<file path="src/rtl/opl3_pkg.sv">
// Shared OPL3 audio-path definitions: sample width, I2S receiver state encoding
// and the slot-length limit used for loss-of-sync detection.
package opl3_pkg;

  localparam int SAMPLE_WIDTH      = 16;
  localparam int I2S_MAX_SLOT_BITS = 64;

  typedef enum logic {
    HUNT    = 1'b0,
    RECEIVE = 1'b1
  } i2s_rx_state_e;

endpackage

</file>
<file path="src/rtl/synchronizer.sv">
// Multi-bit flop-chain synchronizer; each bit is independent, so only use it for
// signals whose bits need no mutual coherence.
module synchronizer #(
  parameter int WIDTH       = 1,
  parameter int SYNC_STAGES = 2
) (
  input  logic             clk,
  input  logic             rst_n,
  input  logic [WIDTH-1:0] d_i,
  output logic [WIDTH-1:0] q_o
);

  logic [WIDTH-1:0] stage_q [SYNC_STAGES];

  always_ff @(posedge clk or negedge rst_n) begin
    if (!rst_n) begin
      for (int i = 0; i < SYNC_STAGES; i++) stage_q[i] <= '0;
    end else begin
      stage_q[0] <= d_i;
      for (int i = 1; i < SYNC_STAGES; i++) stage_q[i] <= stage_q[i-1];
    end
  end

  assign q_o = stage_q[SYNC_STAGES-1];

endmodule

</file>
<file path="src/rtl/i2s_rx.sv">
// I2S receiver: oversamples the bit clock in the clk domain, frames left/right
// slots on word-select transitions and presents MSB-aligned sample pairs.
module i2s_rx
  import opl3_pkg::*;
#(
  parameter int SAMPLE_WIDTH = opl3_pkg::SAMPLE_WIDTH,
  parameter int SYNC_STAGES  = 2
) (
  input  logic                    clk,
  input  logic                    reset_n,
  input  logic                    i2s_sclk,
  input  logic                    i2s_ws,
  input  logic                    i2s_sd,
  output logic [SAMPLE_WIDTH-1:0] left_channel,
  output logic [SAMPLE_WIDTH-1:0] right_channel,
  output logic                    sample_valid,
  output logic                    sync_lost
);

  localparam int CNT_W = $clog2(I2S_MAX_SLOT_BITS + 1);
  typedef logic [CNT_W-1:0] cnt_t;
  typedef logic [SAMPLE_WIDTH-1:0] word_t;
  localparam cnt_t LAST_BIT  = cnt_t'(I2S_MAX_SLOT_BITS - 1);
  localparam cnt_t WORD_BITS = cnt_t'(SAMPLE_WIDTH);

  // Bit pos of a slot lands at word bit SAMPLE_WIDTH-1-pos; later bits fall off.
  function automatic word_t place_bit(input word_t word, input cnt_t pos, input logic b);
    word_t one_bit;
    one_bit = word_t'(b);
    if (pos < WORD_BITS) place_bit = word | (one_bit << (WORD_BITS - cnt_t'(1) - pos));
    else                 place_bit = word;
  endfunction

  // Assert asynchronously, release two clk edges after reset_n rises.
  logic [1:0] rst_sync_q;
  logic       rst_n;

  always_ff @(posedge clk or negedge reset_n) begin
    if (!reset_n) rst_sync_q <= '0;
    else          rst_sync_q <= {rst_sync_q[0], 1'b1};
  end
  assign rst_n = rst_sync_q[1];

  logic [2:0] sync_w;
  logic       sclk_s, ws_s, sd_s;

  synchronizer #(.WIDTH(3), .SYNC_STAGES(SYNC_STAGES)) u_sync (
    .clk  (clk),
    .rst_n(rst_n),
    .d_i  ({i2s_sclk, i2s_ws, i2s_sd}),
    .q_o  (sync_w)
  );
  assign {sclk_s, ws_s, sd_s} = sync_w;

  // Edge-detect stage: registers the rise strobe together with its ws/sd pair.
  logic sclk_prev_q, rise_q, ws_smp_q, sd_smp_q;

  always_ff @(posedge clk or negedge rst_n) begin
    if (!rst_n) begin
      sclk_prev_q <= 1'b0;
      rise_q      <= 1'b0;
      ws_smp_q    <= 1'b0;
      sd_smp_q    <= 1'b0;
    end else begin
      sclk_prev_q <= sclk_s;
      rise_q      <= sclk_s & ~sclk_prev_q;
      ws_smp_q    <= ws_s;
      sd_smp_q    <= sd_s;
    end
  end

  // Framing stage.
  i2s_rx_state_e state_q, state_d;
  logic          have_prev_q, have_prev_d;
  logic          ws_prev_q, ws_prev_d;
  logic          have_left_q, have_left_d;
  cnt_t          cnt_q, cnt_d;
  word_t         slot_q, slot_d;
  word_t         hold_l_q, hold_l_d;
  word_t         left_q, left_d;
  word_t         right_q, right_d;
  logic          valid_q, valid_d;
  logic          lost_q, lost_d;
  logic          trans;
  word_t         slot_next;

  always_ff @(posedge clk or negedge rst_n) begin
    if (!rst_n) begin
      state_q     <= HUNT;
      have_prev_q <= 1'b0;
      ws_prev_q   <= 1'b0;
      have_left_q <= 1'b0;
      cnt_q       <= '0;
      slot_q      <= '0;
      hold_l_q    <= '0;
      left_q      <= '0;
      right_q     <= '0;
      valid_q     <= 1'b0;
      lost_q      <= 1'b0;
    end else begin
      state_q     <= state_d;
      have_prev_q <= have_prev_d;
      ws_prev_q   <= ws_prev_d;
      have_left_q <= have_left_d;
      cnt_q       <= cnt_d;
      slot_q      <= slot_d;
      hold_l_q    <= hold_l_d;
      left_q      <= left_d;
      right_q     <= right_d;
      valid_q     <= valid_d;
      lost_q      <= lost_d;
    end
  end

  always_comb begin
    state_d     = state_q;
    have_prev_d = have_prev_q;
    ws_prev_d   = ws_prev_q;
    have_left_d = have_left_q;
    cnt_d       = cnt_q;
    slot_d      = slot_q;
    hold_l_d    = hold_l_q;
    left_d      = left_q;
    right_d     = right_q;
    valid_d     = 1'b0;
    lost_d      = lost_q;
    // The very first edge after reset has no predecessor, so it cannot be a transition.
    trans       = have_prev_q && (ws_smp_q != ws_prev_q);
    slot_next   = place_bit(slot_q, cnt_q, sd_smp_q);

    if (rise_q) begin
      have_prev_d = 1'b1;
      ws_prev_d   = ws_smp_q;
      case (state_q)
        HUNT: begin
          if (trans) begin
            state_d     = RECEIVE;
            cnt_d       = '0;
            slot_d      = '0;
            have_left_d = 1'b0;
          end
        end
        RECEIVE: begin
          if (trans) begin
            cnt_d  = '0;
            slot_d = '0;
            // The ending slot belongs to the previous ws value.
            if (!ws_prev_q) begin
              hold_l_d    = slot_next;
              have_left_d = 1'b1;
            end else if (have_left_q) begin
              left_d      = hold_l_q;
              right_d     = slot_next;
              valid_d     = 1'b1;
              have_left_d = 1'b0;
            end
          end else if (cnt_q == LAST_BIT) begin
            lost_d      = 1'b1;
            state_d     = HUNT;
            cnt_d       = '0;
            slot_d      = '0;
            have_left_d = 1'b0;
          end else begin
            cnt_d  = cnt_q + cnt_t'(1);
            slot_d = slot_next;
          end
        end
        default: state_d = HUNT;
      endcase
    end
  end

  assign left_channel  = left_q;
  assign right_channel = right_q;
  assign sample_valid  = valid_q;
  assign sync_lost     = lost_q;

endmodule

</file>
<file path="config.mk">
export PLATFORM = sky130hd
export DESIGN_NAME = i2s_rx
export DESIGN_NICKNAME = d
export VERILOG_FILES = /design/src/rtl/opl3_pkg.sv /design/src/rtl/synchronizer.sv /design/src/rtl/i2s_rx.sv
export SDC_FILE = /design/constraint.sdc
export NUM_CORES = 1
export LEC_CHECK = 0
export CORE_ASPECT_RATIO = 1.75
export CORE_MARGIN = 4
export CORE_UTILIZATION = 40
export DETAILED_ROUTE_END_ITERATION = 16
export PLACE_DENSITY_LB_ADDON = 0.05
export SETUP_SLACK_MARGIN = 0.3
export SLEW_MARGIN = 40
export SYNTH_ARGS = -nofsm -noshare
export SYNTH_HDL_FRONTEND = slang
export SYNTH_SLANG_ARGS = --single-unit
</file>
<file path="constraint.sdc">
create_clock -name clk -period 2.5 [get_ports clk]
set_input_delay 0.625 -clock clk [delete_from_list [all_inputs] [get_ports clk]]
set_output_delay 0.625 -clock clk [all_outputs]
set_load 0.05 [all_outputs]
</file>
=== Yosys cells after proc, flatten, opt, wreduce, memory -nomap -nowiden ===
Index checks and enable logic that the tools add are counted.

* Add/subtract/negate cells: 2
* $lt $le $gt $ge: 1
* Equality and inequality tests: 4
* Shift-type cells: 1
* Multiplexer cells: 23
* Bitwise gates (word level): 6
* Reductions and logical operators: 6

{| class="wikitable"
|+ Operators by type and width
! kind !! number
|-
| 16-bit two-way mux || 4
|-
| 16-bit one-hot mux with 2 select lines || 1
|-
| 7-bit two-way mux || 3
|-
| 16-bit OR || 1
|-
| 1-bit by 7-bit << shifter with 16-bit output || 1
|-
| 7-bit one-hot mux with 2 select lines || 1
|-
| 1-bit two-way mux || 12
|-
| 4-bit AND reduction || 2
|-
| 7-bit by 1-bit adder with 7-bit output, second input constant || 1
|-
| 7-bit by 6-bit == test with 1-bit output, second input constant || 1
|-
| 7-bit by 5-bit < comparator with 1-bit output, second input constant || 1
|-
| 4-bit by 7-bit subtractor with 7-bit output, first input constant || 1
|-
| 5-bit AND reduction || 1
|-
| 1-bit inverter || 4
|-
| 1-bit one-hot mux with 2 select lines || 2
|-
| 3-bit by 1-bit != test with 1-bit output, second input constant || 1
|-
| 3-bit AND reduction || 1
|-
| 2-bit != test, second input constant || 1
|-
| 2-bit AND reduction || 1
|-
| 1-bit AND || 1
|-
| 1-bit logical AND || 1
|-
| 1-bit != test || 1
|}

* Flip-flop bits (word level): 89
* Logic and storage cells: 61

=== Logic depth before layout (Yosys ltp) ===
* Depth in word-level cells: 7
* Gate-level depth with buffers: 6
* Mapped depth without buffers: 6

=== Modules after synthesis ===
A second synthesis with hierarchy kept.

* Cell total of the unflattened synthesis: 306
* Area total of the unflattened synthesis: 3530.9 sq um

{| class="wikitable"
|+ By module, submodules not included
! module !! instances !! cells an instance !! area each (sq um) !! seq. area each (sq um)
|-
| i2s_rx || 1 || 297 || 3358.2 || 2077.0
|-
| synchronizer || 1 || 9 || 172.7 || 150.1
|}

=== Worst setup path after synthesis ===
Ideal clock, no wire load.

* Kind: reg-to-reg
* Start: register cnt_q[4]
* End: register right_q[5] (netlist: right_channel[5])
* Setup time: 0.077 ns
* Arrival time: 1.788 ns
* Required time: 2.423 ns
* Slack: 0.634 ns
* Cell stages (with the launch flop): 7
* Path buffers: 0
* Cells stage by stage: dfrtp_1 inv_1 ha_1 or4b_4 nor4b_4 a21oi_1 a21oi_1

* Word-level cells in the longest chain between the ends: 4

{| class="wikitable"
|+ Ends and longest elaborated chain
! what !! line !! RTL
|-
| start: declaration || i2s_rx.sv:77 || <nowiki>cnt_t cnt_q, cnt_d;</nowiki>
|-
| start signal: assignment || i2s_rx.sv:105 || <nowiki>cnt_q <= cnt_d;</nowiki>
|-
| 4-bit by 7-bit subtractor with 7-bit output || i2s_rx.sv:30 || <nowiki>if (pos < WORD_BITS) place_bit = word | (one_bit << (WORD_BITS - cnt_t'(1) - pos));</nowiki>
|-
| 1-bit by 7-bit << shifter with 16-bit output || i2s_rx.sv:30 ||
|-
| 16-bit OR || i2s_rx.sv:30 ||
|-
| 16-bit two-way mux (*) || i2s_rx.sv:30 ||
|-
| end signal: assignment || i2s_rx.sv:109 || <nowiki>right_q <= right_d;</nowiki>
|-
| end: declaration || i2s_rx.sv:81 || <nowiki>word_t right_q, right_d;</nowiki>
|}

Every way passes the cells marked *; elsewhere a longest branch is shown, timed or not.
A chain may end at the register's enable or synchronous reset.

=== Final worst setup path ===
* Start: register right_q[11] (netlist: right_channel[11])
* End: output right_channel[11]

{| class="wikitable"
|+ RTL lines
! what !! line !! RTL
|-
| end: declaration || i2s_rx.sv:15 || <nowiki>output logic [SAMPLE_WIDTH-1:0] right_channel,</nowiki>
|}

No word-level cell between the ends.

==> results.txt <==
----------------------------------------------------
[Timing]
  Time the worst path needs with I/O delays and setup ... 2130 ps
  Worst Max-Slew Pin Slew ... 690 ps
  Number of hold violations in the final report ... 0
  F_max ... 469 MHz
  RSZ-0062 raised after global routing ... no
  Worst clock skew on the final layout ... 5.22 ps
  Pins over their slew limit ... 0
  Share of the clock period used by the worst path ... 85.3%
  Setup-failing EPs final ... 0
  Remaining max-slew budget at the tightest pin ... 53.9%
  Setup TNS ... 0 ps

[Clock tree]
  Maximum number of buffers from clock root to sink ... 2
  Clock insertion delay at the later pin of the skew report ... 330 ps
  Hold-fix buffers at CTS ... 0
  Clock input transition at the sequential cells of the worst setup and hold paths ... 60 ps
  Clock root buffer master ... clkbuf_16
  Post-cts sizing count ... 0
  Sink count of the clock tree ... 89
  Total CTS buffers ... 9
  Count of H-tree levels built during CTS ... 3
  Clock tree from TritonCTS ... done
  Number of post-CTS setup repair buffers ... 0

[Yosys]
  Sequential element share of the synthesized area ... 64.1%
  Mapped Cells ... 292
  Number of warnings printed during yosys synthesis ... 0
  Register bit total from synthesis ... 89
  Net count after synthesis ... 300
  Library cells used by synthesis ... 38
  Cell area after synthesis ... 0.00347 mm^2
  Post-Synthesis Mean Instance Area ... 11.9 um^2

[Worst setup path]
  Kind of cell with the highest combined delay on the critical path ... buffers and inverters
  Worst Reg2Reg Path Length in Cells ... 6
  Terminus of the critical flop-to-flop path ... right_channel[15]
  Critical path endpoint ... right_channel[11]
  CP Buf/Inv Count ... 1
  Critical R2R Launch ... cnt_q[4]
  Longest individual stage delay on the worst path ... 810 ps
  Type of the worst setup path ... flop to output port
  Worst-path fanout max ... 2
  Ordered list of cells on the worst path ... clkdlybuf4s50_1
  Startpoint types ... flop
  Register-to-register setup slack ... 470 ps
  Critical Path End Type ... output port
  Slowest cell on the critical path ... clkdlybuf4s50_1
  Start point of the critical path ... right_channel[11]
  Critical Path RT ... 1880 ps
  Cell depth of the worst setup path ... 1
  Data arrival time of the critical path ... 1510 ps

[Global route]
  Grt ovf ... 0
  Number of global-route vias before repair ... 2,276
  Antenna violations before repair ... 0
  Total Routing Usage GR ... 14.4%
  Global-route wire length before repair ... 11,700 um
  Maximum number of pins on one net before global-route repair ... 50

[Layout]
  Share of post-route cells with drive strength above 1 ... 14.5%
  Combined area of the multi-input logic cells ... 0.00118 mm^2
  Number of antenna diodes ... 0
  Relative area change from synthesis to final layout ... 25.2%
  Number of nets in the final layout ... 341
  Most common cell after layout, fill and taps aside ... dfrtp_1
  Reg area ... 0.00223 mm^2
  Highest-count cells in the layout ignoring fill and taps ... dfrtp_1, a21oi_1, nor2_1
  Cell area after layout ... 0.00435 mm^2
  Fillers ... 755

[Placement]
  Dpl cell area ... 0.00401 mm^2
  Global placement routability congestion ... 0.712
  Detailed placer's ending HPWL ... 4600 um
  Port Buf Inserts ... 38

[Flow run]
  Count of maximum capacitance violations ... 0

[Drt]
  Number of DRC markers in iteration 0 ... 98
  Router iterations before antenna repair ... 4
  Final WL ... 6810 um
  Post-route antenna net violation count ... 0
  Detailed-route wire length per cell ... 15.0 um
  Number of vias per cell after detailed routing ... 5.14
  Detailed-route DRC error count ... 0
  Number of vias after detailed routing ... 2,328

[Worst hold path]
  Hold crit path type ... flop to async pin

[Die]
  Width of the die ... 78.5 um
  DIE HEIGHT ... 131 um
  Starting utilization of the core area ... 41.5%
  Area enclosed by the die boundary ... 0.0103 mm^2
  Row cnt ... 44
  CORE AREA ... 0.00837 mm^2
  Count of pins on the block boundary ... 39

[Power]
  Pwr dens ... 1260 mW/mm^2
  Peak supply drop ... 423 uV
  Reported leakage power ... 0.00189 uW

[Status]
  Outcome ... finished, final reports clean

----------------------------------------------------
-- layout make-up --
cell class	count	area share (%)
sequential	89	51.3
multi-input combinational	183	27.0
timing repair buffer	45	10.5
clock buffer	12	5.67
tap	115	3.31
clock inverter	4	1.75
inverter	5	0.431
-- routing by layer --
layer	up-vias	track usage (%)	part of all wire (%)
li1	1119	-	-
met1	1151	18.6	43
met2	46	22.7	51
met3	12	2.67	3.5
met4	0	7.98	2.6
met5	-	0	0
-- synth_stat cells, drive strengths merged --
library cell / count / share of area, %
xor2: 1 / 0.47
a32o: 5 / 1.4
a21boi: 1 / 0.22
mux2: 17 / 5.5
nand3: 4 / 0.58
or3: 2 / 0.36
and3b: 1 / 0.25
o31ai: 2 / 0.43
nor2b: 3 / 0.54
nand2b: 1 / 0.18
inv: 5 / 0.54
clkbuf: 9 / 0.97
nor4b: 1 / 0.68
buf: 6 / 0.83
nand2: 11 / 1.2
a21o: 1 / 0.22
nor2: 43 / 4.6
and2: 3 / 0.54
a22o: 4 / 1.0
conb: 1 / 0.11
or4b: 1 / 0.40
a221oi: 1 / 0.43
a31oi: 10 / 1.8
ha: 3 / 1.1
a21oi: 53 / 7.6
and4: 1 / 0.25
nor4: 2 / 1.2
or4: 2 / 0.43
nor3b: 1 / 0.22
dfrtp: 89 / 64
nor3: 2 / 0.61
or2: 1 / 0.18
o21ai: 3 / 0.43
a22oi: 1 / 0.22
a41o: 1 / 0.29
-- worst min path at each step --
| stage | start | endpoint | slack (ps) | cells after the start |
|---|---|---|---|---|
| finish | rst_sync_q[1] | right_channel[14] | 320 | 0 |
| global route | u_sync.q_o[1] | ws_smp_q | 360 | 0 |
| CTS | rst_sync_q[1] | slot_q[15] | 350 | 0 |
| detailed placement | rst_sync_q[1] | sclk_prev_q | 340 | 0 |
| global placement | u_sync.q_o[1] | ws_smp_q | 330 | 0 |
| floorplan | reset_n | rst_sync_q[0] | 330 | 0 |
-- state kept, by name, summed over array words and instances, names as in the netlist, 2 cells and up --
signal	cells
u_sync.q_o	3
hold_l_q	16
right_channel	16
cnt_q	7
rst_sync_q	2
left_channel	16
u_sync.stage_q	3
slot_q	16
-- kinds of logic after synthesis --
| logic type | share of synthesized area, % |
|---|---|
| buffers and inverters | 2.34 |
| AOI/OAI and AO/OA | 14.1 |
| adders and majority gates | 1.08 |
| xor gates and xnor gates | 0.468 |
| other | 0.108 |
| DFF | 64.1 |
| muxes | 5.51 |
| and+or+nand+nor | 12.3 |
-- per-stage QoR --
stage	util (%)	power, uW	worst slack, ps	instances	hold WS, ps
after floorplan	-	3400	634	292	329
after global placement	48.0	4050	431	435	334
after detailed placement	48.0	4090	400	435	338
after CTS	51.8	5530	346	451	349
after global routing	52.0	5750	305	453	361
final	52.0	5460	366	453	318
-- power by group --
part | internal [uW] | switching, uW
Combinational | 676 | 1280
Sequential | 1840 | 237
Clock | 905 | 529
Total | 3420 | 2050
(Power assumes the default switching activity.)
